<file path="config.mk">
export PLATFORM = sky130hd
export DESIGN_NAME = rnd_serializer
export DESIGN_NICKNAME = d
export VERILOG_FILES = /design/src/rtl/rnd_pkg.sv /design/src/rtl/rnd_piso_reg.sv /design/src/rtl/rnd_serializer.sv
export SDC_FILE = /design/constraint.sdc
export NUM_CORES = 1
export LEC_CHECK = 0
export CELL_PAD_IN_SITES_DETAIL_PLACEMENT = 1
export CELL_PAD_IN_SITES_GLOBAL_PLACEMENT = 2
export CORE_MARGIN = 2
export CORE_UTILIZATION = 30
export CTS_CLUSTER_DIAMETER = 60
export DETAILED_ROUTE_END_ITERATION = 8
export PLACE_DENSITY = 0.91
export SLEW_MARGIN = 20
export SYNTH_ARGS = -nofsm -noshare
export SYNTH_HDL_FRONTEND = slang
export SYNTH_SLANG_ARGS = --single-unit
</file>
<file path="constraint.sdc">
create_clock -name clk -period 4 [get_ports clk]
set_input_delay 1 -clock clk [delete_from_list [all_inputs] [get_ports clk]]
set_output_delay 1 -clock clk [all_outputs]
set_load 0.02 [all_outputs]
</file>
<file path="src/rtl/rnd_pkg.sv">
// Shared definitions for the RND serial link: state encoding and default word width.
package rnd_pkg;

    localparam int RND_WIDTH = 8;

    typedef enum logic {
        IDLE  = 1'b0,
        SHIFT = 1'b1
    } rnd_state_e;

endpackage

</file>
<file path="src/rtl/rnd_piso_reg.sv">
// Parallel-in, serial-out shift register presenting its MSB; load wins over shift.
module rnd_piso_reg
    import rnd_pkg::*;
#(
    parameter int WIDTH = RND_WIDTH
) (
    input  logic             clk,
    input  logic             rst,
    input  logic             load,
    input  logic [WIDTH-1:0] load_data,
    input  logic             shift,
    output logic             msb
);

    logic [WIDTH-1:0] shreg_q;
    logic [WIDTH-1:0] shreg_d;

    always_comb begin
        shreg_d = shreg_q;
        if (load) begin
            shreg_d = load_data;
        end else if (shift) begin
            shreg_d = {shreg_q[WIDTH-2:0], 1'b0};
        end
    end

    always_ff @(posedge clk) begin
        if (!rst) begin
            shreg_q <= '0;
        end else begin
            shreg_q <= shreg_d;
        end
    end

    assign msb = shreg_q[WIDTH-1];

endmodule

</file>
<file path="src/rtl/rnd_serializer.sv">
// Sends a WIDTH-bit word MSB first, one bit per enabled cycle, to the RND shift register.
module rnd_serializer
    import rnd_pkg::*;
#(
    parameter int WIDTH = RND_WIDTH
) (
    input  logic             clk,
    input  logic             rst,
    input  logic [WIDTH-1:0] in_data,
    input  logic             in_valid,
    output logic             in_ready,
    input  logic             en,
    output logic             out_bit,
    output logic             out_valid,
    output logic             out_last,
    output logic             busy
);

    localparam int CNT_W = $clog2(WIDTH);

    rnd_state_e       state_q;
    rnd_state_e       state_d;
    logic [CNT_W-1:0] cnt_q;
    logic [CNT_W-1:0] cnt_d;
    logic             last;
    logic             acc;
    logic             load;
    logic             shift;
    logic             msb;

    assign last = (state_q == SHIFT) && (cnt_q == CNT_W'(WIDTH - 1));
    assign acc  = in_valid & in_ready;

    rnd_piso_reg #(
        .WIDTH(WIDTH)
    ) u_piso (
        .clk      (clk),
        .rst      (rst),
        .load     (load),
        .load_data(in_data),
        .shift    (shift),
        .msb      (msb)
    );

    always_ff @(posedge clk) begin
        if (!rst) begin
            state_q <= IDLE;
            cnt_q   <= '0;
        end else begin
            state_q <= state_d;
            cnt_q   <= cnt_d;
        end
    end

    // A last-bit cycle with in_valid reloads directly, so SHIFT never passes through IDLE.
    always_comb begin
        state_d = state_q;
        cnt_d   = cnt_q;
        load    = 1'b0;
        shift   = 1'b0;
        unique case (state_q)
            IDLE: begin
                if (acc) begin
                    load    = 1'b1;
                    cnt_d   = '0;
                    state_d = SHIFT;
                end
            end
            SHIFT: begin
                if (en) begin
                    if (!last) begin
                        shift = 1'b1;
                        cnt_d = cnt_q + CNT_W'(1);
                    end else if (acc) begin
                        load  = 1'b1;
                        cnt_d = '0;
                    end else begin
                        cnt_d   = '0;
                        state_d = IDLE;
                    end
                end
            end
            default: begin
                state_d = IDLE;
                cnt_d   = '0;
            end
        endcase
    end

    always_comb begin
        out_valid = (state_q == SHIFT);
        busy      = (state_q == SHIFT);
        out_bit   = (state_q == SHIFT) & msb;
        out_last  = last;
        in_ready  = (state_q == IDLE) | ((state_q == SHIFT) & en & last);
    end

endmodule

</file>
==> key figures, run 1 <==
Synth
  – Yosys Warn Count: 0
  – #FFs+latches synth: 12
  – Area leader, netlist: dfxtp_1
  – Synth cell types: 24
  – Net Count, Synth: 89
  – Top cell type's share of synthesized area: 0.351
  – Mapped Area: 684 µm²
  – Mean Syn Cell Area: 9.13 µm²
  – Top cells by area, synth: dfxtp_1 35%, o2111a_1 12%, nor3b_1 7.7%
  – Gate Count Post-Synth: 75
  – Part of the Yosys area used for sequential elements: 0.351

Setup path
  – Crit path buf inv count: 2
  – CP startpoint kind: input pin
  – Worst setup path category: input pin to primary output
  – Critical path endpoint category: primary output
  – Worst EP arrival: 2.30 ns
  – Crit-path max FO: 4
  – Critical path cell sequence: clkdlybuf4s50_1, a21bo_2, clkdlybuf4s50_1
  – CP delay by family, top: buffers and inverters
  – Most frequent CP cell: clkdlybuf4s50_1
  – Worst Path Required: 3.00 ns
  – Cell with the largest stage delay on the worst path: clkdlybuf4s50_1
  – Max incr delay on CP: 0.61 ns

Clock network
  – Clk sinks: 12
  – Post-CTS setup buffers: 0
  – CTS Buffer Depth: 2
  – CTS H-tree depth: 1
  – Post-CTS sizing: 0
  – Clock latency on the worst-skew pair: 0.28 ns
  – CTS Hold Bufs: 0
  – Num CTS Buffers: 3
  – CTS tree: done
  – Clk root buf: clkbuf_4
  – Clock slew at reported path FFs: 0.08 ns

Power
  – Static Leak: 0.339 nW
  – Internal: 0.215 mW
  – Switching pwr: 0.0777 mW
  – Power per standard cell area: 333 nW/µm²
  – Switching part of the total power: 0.266
  – Combinational Power Share: 0.190
  – Max VDD drop: 0.000140 V
  – Sequential power share: 0.466
  – Clock power share: 0.344

Global routing
  – Global-route met2 utilization: 0.250
  – First-pass GRT wire length: 2840 µm
  – Grt met1 use: 0.166
  – GRT busiest layer: met2
  – GRT Total Usage: 0.143
  – Largest net degree at the start of global routing: 17
  – Initial antenna violation count: 0
  – Met3 Usage GRT: 0.0115
  – GRT Residual Overflow: 0
  – Vias in the first global route: 641

STA
  – Worst Skew: 0.00489 ns
  – Slew at the pin closest to its max-slew limit: 0.453 ns
  – Setup WS post-layout: 0.702 ns
  – Endpoints failing hold: 0
  – Final setup fails: 0
  – Final Max Slew Viols: 0
  – Period utilisation layout: 0.825
  – RSZ-0062 raised after global routing: false
  – Min Tclk post-route: 3.30 ns
  – Max_slew headroom: 0.697
  – Fmax: 303 MHz
  – Setup TNS: 0 ns

Place
  – Placer Congestion: 0.712
  – Area after DPL: 842 µm²
  – Place WS: 0.697 ns
  – Post-DP HPWL: 1130 µm
  – I/O Buffers: 16

Drt
  – Per-cell routed wire length: 13.8 µm
  – Initial DRC Count: 6
  – ANT nets after route: 0
  – Pre-antenna DRT Iters: 4
  – Detailed Route WL: 1630 µm
  – # DRC: 0
  – Vias per inst: 5.23
  – Via Count: 617

Cells and area
  – Most frequent cells in the layout: 16 x clkdlybuf4s50_1, 12 x dfxtp_1
  – Commonest non-fill, non-tap cell in the layout: clkdlybuf4s50_1
  – Final instance area: 878 µm²
  – Layout cells sized above 1: 0.0889
  – Inserted Diodes: 0
  – # fillers: 252
  – Fin nets: 105
  – Synth-to-Final Area Change: 28.3%

Floorplanning
  – Initial Util: 0.312
  – Core Box Area: 2190 µm²
  – Die W: 51.8 µm
  – Number of core rows: 17
  – Die area: 2680 µm²
  – Die span in y: 51.8 µm
  – Ports: 17

Outcome
  – Outcome: complete, no violations

Job
  – Max Cap Violations: 0

Min path
  – Worst Hold Class: flop to flop
-- layout make-up --
cell class	count	area, µm²	share of cell area
flip-flops and latches	12	240	0.274
inverters	1	3.75	0.00427
repair buffers	17	168	0.191
clock buffers	4	36.3	0.0413
multi-input cells	56	395	0.450
well taps	28	35.0	0.0399
-- sequential cells by signal, summed over array words and instances (netlist names) --
| signal | count |
|---|---|
| u_piso.shreg_q | 8 |
| cnt_q | 3 |
| busy | 1 |
-- synthesized netlist by cell type, drive strengths merged --
cell type	number
a211o	1
a21bo	1
a21boi	2
a22o	2
and2	4
and3b	1
buf	4
clkbuf	2
dfxtp	12
ha	2
inv	1
mux2i	1
nand2	4
nand2b	1
nor2	7
nor2b	1
nor3b	7
o2111a	7
o21ai	8
or3	7
-- routing by layer --
metal / wire [µm] / vias to the layer above
met5: 0 / -
met4: 51 / 0
met3: 57 / 5
met2: 781 / 16
met1: 735 / 292
li1: - / 304
-- power by group through the flow --
stage	Clock, mW	Sequential, mW	Combinational (mW)
floorplan	0	0.136	0.0355
global placement	0	0.138	0.0548
detailed placement	0	0.139	0.0562
CTS	0.105	0.136	0.0566
global route	0.109	0.138	0.0622
finish	0.101	0.136	0.0557
-- final timing paths --
| kind | from | to | slack [ns] | cells after the start |
|---|---|---|---|---|
| min reg2reg | cnt_q[0]$_SDFFE_PN0P_ | cnt_q[0]$_SDFFE_PN0P_ | 0.48 | 2 |
| max | en | in_ready | 0.70 | 3 |
| max reg2reg | cnt_q[0]$_SDFFE_PN0P_ | u_piso.shreg_q[1]$_SDFFE_PN0P_ | 2.33 | 5 |
| min | cnt_q[0]$_SDFFE_PN0P_ | cnt_q[0]$_SDFFE_PN0P_ | 0.48 | 2 |
-- stage by stage --
| stage | utilization | instances | total power [mW] | hold slack (ns) |
|---|---|---|---|---|
| final | 0.401 | 118 | 0.292 | 0.475 |
| after global routing | 0.401 | 118 | 0.309 | 0.522 |
| after CTS | 0.401 | 118 | 0.298 | 0.481 |
| after detailed placement | 0.384 | 114 | 0.195 | 0.470 |
| after global placement | 0.384 | 114 | 0.193 | 0.454 |
| after floorplan | - | 75 | 0.172 | 0.443 |
-- worst reg2reg max path, delay by kind of cell (launching register included) --
family	cells	cell delay, ns
compound gates	1	0.14
fa+ha+maj	2	0.53
flops	1	0.35
simple gates	2	0.55
-- cells by family (layout without fill, tap and decap cells) --
group / Yosys count / count (layout) / synth area share
DFF: 12 / 12 / 0.351
adders and majority gates: 2 / 2 / 0.0366
and+or+nand+nor: 32 / 32 / 0.272
buffers and inverters: 7 / 22 / 0.0713
muxes: 1 / 1 / 0.0146
AOI/OAI and AO/OA: 21 / 21 / 0.254
No activity file was read; power rests on OpenSTA's default activity.
==> run 2: changes to the inputs <==
--- a/config.mk
+++ b/config.mk
@@ -7,11 +7,12 @@
 export LEC_CHECK = 0
 export CELL_PAD_IN_SITES_DETAIL_PLACEMENT = 1
 export CELL_PAD_IN_SITES_GLOBAL_PLACEMENT = 2
+export CORE_ASPECT_RATIO = 0.5
 export CORE_MARGIN = 2
-export CORE_UTILIZATION = 30
+export CORE_UTILIZATION = 25
 export CTS_CLUSTER_DIAMETER = 60
 export DETAILED_ROUTE_END_ITERATION = 8
-export PLACE_DENSITY = 0.91
+export PLACE_DENSITY = 0.82
 export SLEW_MARGIN = 20
 export SYNTH_ARGS = -nofsm -noshare
 export SYNTH_HDL_FRONTEND = slang
==> constraint.sdc (replaced) <==
create_clock -name clk -period 2.7 [get_ports clk]
set_input_delay 0.675 -clock clk [delete_from_list [all_inputs] [get_ports clk]]
set_output_delay 0.675 -clock clk [all_outputs]
set_load 0.02 [all_outputs]
==> run 2 against run 1 <==
Effect of this change:
- cell count grew 10%
- via count grew 1.5%
- largest cell class unchanged
- critical path type unchanged
- global-route usage shrank 0.93 points
- register-to-register slack lost 1.3 ns
==> key figures, run 2 (same netlist as run 1, synthesis figures left out) <==
Drt
  – Vias per inst: 4.82
  – ANT nets after route: 0
  – Detailed Route WL: 1860 µm
  – Per-cell routed wire length: 14.3 µm
  – Initial DRC Count: 28
  – Via Count: 626
  – Pre-antenna DRT Iters: 2
  – # DRC: 0

Setup path
  – Most frequent CP cell: clkdlybuf4s50_1
  – CP startpoint kind: input pin
  – Cell with the largest stage delay on the worst path: clkdlybuf4s50_1
  – Crit-path max FO: 2
  – Worst EP arrival: 1.90 ns
  – Critical path cell sequence: clkdlybuf4s50_1, a21bo_2, clkdlybuf4s50_1
  – Max incr delay on CP: 0.59 ns
  – Critical path endpoint category: primary output
  – Worst setup path category: input pin to primary output
  – Worst Path Required: 2.03 ns
  – R2r setup slk: 1.01 ns

Global routing
  – GRT Total Usage: 0.134
  – GRT Residual Overflow: 0
  – Initial antenna violation count: 0
  – Largest net degree at the start of global routing: 17
  – First-pass GRT wire length: 3070 µm
  – Vias in the first global route: 620

Clock network
  – CTS Buffer Depth: 2
  – Post-CTS setup buffers: 0
  – Clk sinks: 12
  – Clk root buf: clkbuf_8
  – Clock slew at reported path FFs: 0.06 ns
  – CTS tree: done
  – Post-CTS sizing: 0
  – Clock latency on the worst-skew pair: 0.24 ns
  – CTS Hold Bufs: 0
  – CTS H-tree depth: 1
  – Num CTS Buffers: 3

STA
  – Min Tclk post-route: 2.57 ns
  – Setup TNS: 0 ns
  – Final Max Slew Viols: 0
  – Setup WS post-layout: 0.128 ns
  – RSZ-0062 raised after global routing: false
  – Endpoints failing hold: 0
  – Worst Skew: 0.00319 ns
  – Final setup fails: 0
  – Max_slew headroom: 0.682
  – Slew at the pin closest to its max-slew limit: 0.475 ns
  – Fmax: 389 MHz
  – Period utilisation layout: 0.953

Cells and area
  – Finished Layout Cells: 130
  – # fillers: 305
  – Fin nets: 108
  – Fin util: 0.358
  – Synth-to-Final Area Change: 36.0%
  – Layout cells sized above 1: 0.118
  – Max reg flops: 8
  – Most frequent cells in the layout: 16 x clkdlybuf4s50_1, 12 x dfxtp_1
  – Top reg by flops: u_piso.shreg_q
  – Inserted Diodes: 0
  – Commonest non-fill, non-tap cell in the layout: clkdlybuf4s50_1

Power
  – Max VDD drop: 0.000216 V
  – Total Power: 0.490 mW
  – Static Leak: 0.362 nW
  – Power per standard cell area: 526 nW/µm²

Place
  – I/O Buffers: 16
  – Place WS: 0.125 ns
  – Placed cell count: 126
  – Placer Congestion: 0.716
  – Post-DP HPWL: 1340 µm

Floorplanning
  – Die area: 3200 µm²
  – Number of core rows: 13
  – Ports: 17
  – Die span in y: 41.0 µm
  – Initial Util: 0.263
  – Die W: 78.0 µm
  – Core Box Area: 2600 µm²

Outcome
  – Outcome: complete, no violations

Min path
  – Worst Hold Class: flop to flop

Job
  – Max Cap Violations: 0
run 2: worst max-delay path, delay by kind of cell:
family	cells	cell delay (ns)
buffers and inverters	2	1.08
AO/OA/AOI/OAI	1	0.14
run 2: stage by stage:
stage | instance area [µm²] | hold WS (ns)
global placement | 876 | 0.450
detailed placement | 876 | 0.492
floorplan | 684 | 0.443
CTS | 931 | 0.499
global route | 931 | 0.535
finish | 931 | 0.486
run 2: cell type report:
class	count	area (µm²)	area share
clock buffer	4	55.1	0.0591
inverter	1	3.75	0.00403
multi-input combinational	56	395	0.425
sequential	12	240	0.258
tap	37	46.3	0.0497
timing repair buffer	20	190	0.204
run 2: metal layers:
metal	track usage	vias to the layer above	wire length (µm)
li1	-	310	-
met1	0.148	308	860
met2	0.259	6	935
met3	0.0396	2	41
met4	0.0526	0	19
met5	0	-	0
run 2: final timing paths:
path / startpoint / to / cells past startpoint
min: cnt_q[0]$_SDFFE_PN0P_ / cnt_q[0]$_SDFFE_PN0P_ / 2
max reg2reg: cnt_q[0]$_SDFFE_PN0P_ / u_piso.shreg_q[5]$_SDFFE_PN0P_ / 6
max: en / in_ready / 3
min reg2reg: cnt_q[0]$_SDFFE_PN0P_ / cnt_q[0]$_SDFFE_PN0P_ / 2
run 2: report_power, final:
group	switching (mW)	internal (mW)	total, mW	leakage [nW]
Combinational	0.0392	0.0487	0.0879	0.234
Sequential	0.0109	0.190	0.201	0.0992
Clock	0.0720	0.129	0.201	0.0288
